### config.mk
export PLATFORM = sky130hd
export DESIGN_NAME = if_stage
export DESIGN_NICKNAME = d
export VERILOG_FILES = /design/src/rtl/if_stage.sv
export SDC_FILE = /design/constraint.sdc
export NUM_CORES = 1
export LEC_CHECK = 0
export ABC_AREA = 1
export BUFFER_PORTS_ARGS = -buffer_cell sky130_fd_sc_hd__buf_2
export CAP_MARGIN = 30
export CORE_MARGIN = 2
export CORE_UTILIZATION = 41
export DETAILED_ROUTE_END_ITERATION = 10
export PLACE_DENSITY = 0.86
export SETUP_SLACK_MARGIN = 0.15
export SLEW_MARGIN = 25
export SYNTH_ARGS = -nofsm -noshare
export SYNTH_HDL_FRONTEND = slang
export SYNTH_SLANG_ARGS = --single-unit
### constraint.sdc
create_clock -name clk -period 1.37 [get_ports clk]
set_input_delay 0.137 -clock clk [delete_from_list [all_inputs] [get_ports clk]]
set_output_delay 0.137 -clock clk [all_outputs]
set_load 0.005 [all_outputs]
### src/rtl/if_stage.sv
// MIPS instruction-fetch stage: owns the PC, selects the next fetch address and
// registers the fetched word into the IF/ID pipeline register.
module if_stage #(
  parameter logic [31:0] RESET_PC = 32'h0000_0000,
  parameter logic [31:0] NOP_WORD = 32'h0000_0000
) (
  input  logic        clk,
  input  logic        rst,
  input  logic        stall,
  input  logic        flush,
  input  logic [1:0]  pc_src,
  input  logic [31:0] branch_target,
  input  logic [25:0] jump_index,
  input  logic [31:0] jr_target,
  output logic [31:0] imem_addr,
  input  logic [31:0] imem_rdata,
  output logic [31:0] pc,
  output logic [31:0] ifid_instr,
  output logic [31:0] ifid_pc4,
  output logic        ifid_valid,
  output logic [15:0] imm16,
  output logic        misalign
);

  localparam logic [1:0] SRC_SEQ    = 2'b00;
  localparam logic [1:0] SRC_BRANCH = 2'b01;
  localparam logic [1:0] SRC_JUMP   = 2'b10;
  localparam logic [1:0] SRC_JR     = 2'b11;

  logic [31:0] pc_plus4;
  logic [31:0] raw_target;
  logic        redirect;

  assign pc_plus4  = pc + 32'd4;
  assign redirect  = (pc_src != SRC_SEQ);
  assign imem_addr = pc;
  assign imm16     = ifid_instr[15:0];

  // Jump region comes from the PC+4 of the J/JAL instruction now sitting in decode.
  always_comb begin
    raw_target = pc_plus4;
    case (pc_src)
      SRC_BRANCH: raw_target = branch_target;
      SRC_JUMP:   raw_target = {ifid_pc4[31:28], jump_index, 2'b00};
      SRC_JR:     raw_target = jr_target;
      default:    raw_target = pc_plus4;
    endcase
  end

  always_ff @(posedge clk) begin
    if (rst) begin
      pc         <= RESET_PC;
      misalign   <= 1'b0;
      ifid_instr <= NOP_WORD;
      ifid_pc4   <= 32'd0;
      ifid_valid <= 1'b0;
    end else begin
      // A redirect must not be lost to a stall, so it takes precedence.
      if (redirect)
        pc <= {raw_target[31:2], 2'b00};
      else if (!stall)
        pc <= pc_plus4;

      misalign <= redirect && (raw_target[1:0] != 2'b00);

      if (flush) begin
        ifid_instr <= NOP_WORD;
        ifid_pc4   <= 32'd0;
        ifid_valid <= 1'b0;
      end else if (!stall) begin
        ifid_instr <= imem_rdata;
        ifid_pc4   <= pc_plus4;
        ifid_valid <= 1'b1;
      end
    end
  end

endmodule

==> metrics <==
result of the run complete, but fails checks; failing checks negative setup slack; number of endpoints failing setup at the final stage 39; worst hold slack across all endpoints 31.90 ps; initial core utilization 0.4150; Post-synth EDFFs 0; Clock Latency Late Sink 350 ps; XOR/XNOR share of the synthesized area 0.006744; diodes inserted 0; routed wirelength normalized by instance count 17.44 microns; category of the critical setup timing path flop to flop; crit path cell chain ha_4 > nand2_4 > nor2_4 > buf_4 > a21oi_2 > o21ai_1 > buf_4 > nand2_1 > nand2_1 > o21ai_0; H-tree depth reported by CTS 3; fraction of layout cells with a size suffix above 1 0.4654; FF+latch count, synth 94; most frequently used flop master after synthesis sky130_fd_sc_hd__dfxtp_1; pin count of the biggest net entering global routing 64; via count of the first global-routing pass 5924; minimum setup slack among reg-to-reg paths -280 ps; end-of-flow core utilization 0.6224; DIE AREA 0.01359 sq mm; total area of multi-input combinational cells 0.003107 sq mm; global routing usage summed across all routing layers 0.2827; post-synthesis simple-gate area fraction 0.3466; count of input and output buffers 267; core region area 0.01252 sq mm; Synth Cell Area 0.005195 sq mm; adder-cell share of the synthesized area 0.002408; Placed Instances 1219; critical-path maximum fanout 3; Hold EP ifid_instr[27]; antenna violations before repair 0; setup slack of the critical path after layout -283.4 ps; I/O pin total 274; most common cell after layout, fill and taps aside sky130_fd_sc_hd__nand2_1; Final Cycle Share 1.207; number of vias per cell 5.306; Syn Area/Cell 6.437 sq um; part of the Yosys area used for sequential elements 0.3622; number of detailed-route iterations in the first pass 5; Reg2Reg Capture Point imem_addr[6]; final cell count without fillers 1257; Pwr per Cell Area 920.1 mW/mm^2; setup repair after global routing missed its margin yes; clock skew 11.94 ps; clock tree from TritonCTS done; DRC violation count after routing 0; Worst Reg-to-Reg Cells 10; post-layout net count 1209; longest individual stage delay on the worst path 370 ps; multiplexer share of the synthesized area 0; DP Wirelength 14070 microns; dominant combinational cell family by area after synthesis simple AND/OR/NAND/NOR gates; type of the most critical hold path input port to flop; first-pass GRT wire length 29890 microns; Setup WS pre-CTS -57.93 ps; Startpoint Class flop; source of the worst hold timing path imem_rdata[27]; CTS buffer count 9; startpoint of the worst-slack reg-to-reg timing path imem_addr[2]; share of synthesized registers carrying an async set or reset 0; footprint of the flip-flops and latches 0.001941 sq mm; placer congestion estimate 0.9668; die width 116.6 microns; leakage power summed over all cells 3.859 nW; number of cells produced by synthesis 807; data required time of the critical path 1600 ps; DR iter-0 viols 554; final critical-path required period 1653 ps; worst-path cell with the longest stage delay sky130_fd_sc_hd__dfxtp_4; final routed wirelength across all metal layers 21920 microns; Sink Count 94; worst supply voltage drop on vdd 0.6715 mV; critical path endpoint category flop; floorplan die height 116.6 microns; maximum clock rate 604.8 MHz; Final Hold Fails 0; top library cells by usage in the layout, fill and taps aside sky130_fd_sc_hd__nand2_1 (299), sky130_fd_sc_hd__buf_2 (262), sky130_fd_sc_hd__dfxtp_1 (71); number of hold buffers added after CTS 0; Longest Clk Path Bufs 2; yosys synthesis warning count 0; Cell variety after synth 32; max-slew violation count 0; Clock transition at path regs 70 ps; remaining number of nets flagged by the antenna check after routing 0; number of cells traversed by the worst hold path 3; number of inserted filler cells in the final layout 1070; global route overflow 0; synth-to-layout area growth 49.95%; critical path data arrival time 1880 ps; post-synthesis compound-gate area fraction 0.1452; cell at the root of the clock tree sky130_fd_sc_hd__clkbuf_16; Max Cap Viol 0; Placement Rows 41; overall via count from detail_route 6670
## cell usage after synthesis, types with 6 or more instances
| library cell | n | area, sq um |
|---|---|---|
| sky130_fd_sc_hd__nor2_4 | 6 | 67.56 |
| sky130_fd_sc_hd__inv_1 | 44 | 165.2 |
| sky130_fd_sc_hd__dfxtp_1 | 94 | 1882 |
| sky130_fd_sc_hd__o2111ai_1 | 9 | 78.83 |
| sky130_fd_sc_hd__clkbuf_1 | 19 | 71.32 |
| sky130_fd_sc_hd__nor2_1 | 40 | 150.1 |
| sky130_fd_sc_hd__nand2_2 | 6 | 37.54 |
| sky130_fd_sc_hd__o21ai_0 | 30 | 150.1 |
| sky130_fd_sc_hd__nand2_1 | 332 | 1246 |
| sky130_fd_sc_hd__buf_4 | 52 | 390.4 |
| sky130_fd_sc_hd__buf_2 | 13 | 65.06 |
| sky130_fd_sc_hd__o21ai_1 | 7 | 35.03 |
| sky130_fd_sc_hd__a21oi_1 | 80 | 400.4 |
| sky130_fd_sc_hd__nor2_2 | 8 | 50.05 |
| sky130_fd_sc_hd__nand3_1 | 39 | 195.2 |
| sky130_fd_sc_hd__a22o_1 | 6 | 52.55 |
## report_power, final
part           internal (mW)  total (mW)  switching, mW
Clock                   1.54        2.73           1.19
Sequential              2.85        2.99          0.135
Combinational          0.644        1.45          0.802
## per-layer routing
layer,share of wire,track usage
met5,0,0
met4,0.056,0.1341
met3,0.090,0.05138
met2,0.46,0.4488
met1,0.39,0.3729
## cells by family after synthesis
family / count (synthesis)
other cells: 1
buf+inv: 132
compound gates: 137
xor+xnor: 4
simple gates: 438
fa+ha+maj: 1
flops: 94
## registers in the layout, indices dropped and copies added (netlist names)
name / flops
ifid_pc4: 30
ifid_instr: 32
ifid_valid: 1
misalign: 1
imem_addr: 30
## cell type report
type,instances,share of cell area
Timing Repair Buffer,343,0.2607
Tap cell,172,0.02763
Multi-Input combinational cell,586,0.3988
Clock buffer,11,0.03261
Sequential cell,94,0.2491
Clock inverter,5,0.008031
Inverter,46,0.02313
## stage by stage
stage / power [mW] / setup TNS, ps / area (sq um)
after floorplan: 3.658 / 0 / 5271
after global placement: 4.223 / -126.7 / 6744
after detailed placement: 4.248 / -475.7 / 6744
after CTS: 7.000 / -22.27 / 7442
after global routing: 7.426 / -5642 / 7790
final: 7.168 / -3076 / 7790
## repair_timing
item / CTS / global route
pin swaps: 32 / 29
setup buffers: 9 / 13
endpoints found under the setup margin: 52 / 61
resized for setup: 101 / 68
## worst max-delay path by stage
stage	to	depth (start not counted)	startpoint
finish	imem_addr[6]	10	imem_addr[2]
detailed placement	ifid_pc4[23]	9	imem_addr[14]
CTS	imem_addr[12]	8	imem_addr[2]
floorplan	ifid_pc4[18]	8	imem_addr[2]
global placement	imem_addr[15]	9	imem_addr[11]
global route	imem_addr[6]	10	imem_addr[2]
## critical path: cells and delay by family, from the launching register on
family                     cells  cell delay [ps]
DFF                            1              370
AOI/OAI and AO/OA              3              290
buffers and inverters          2              320
and+or+nand+nor                4              370
adders and majority gates      1              170
(Power assumes the default switching activity.)
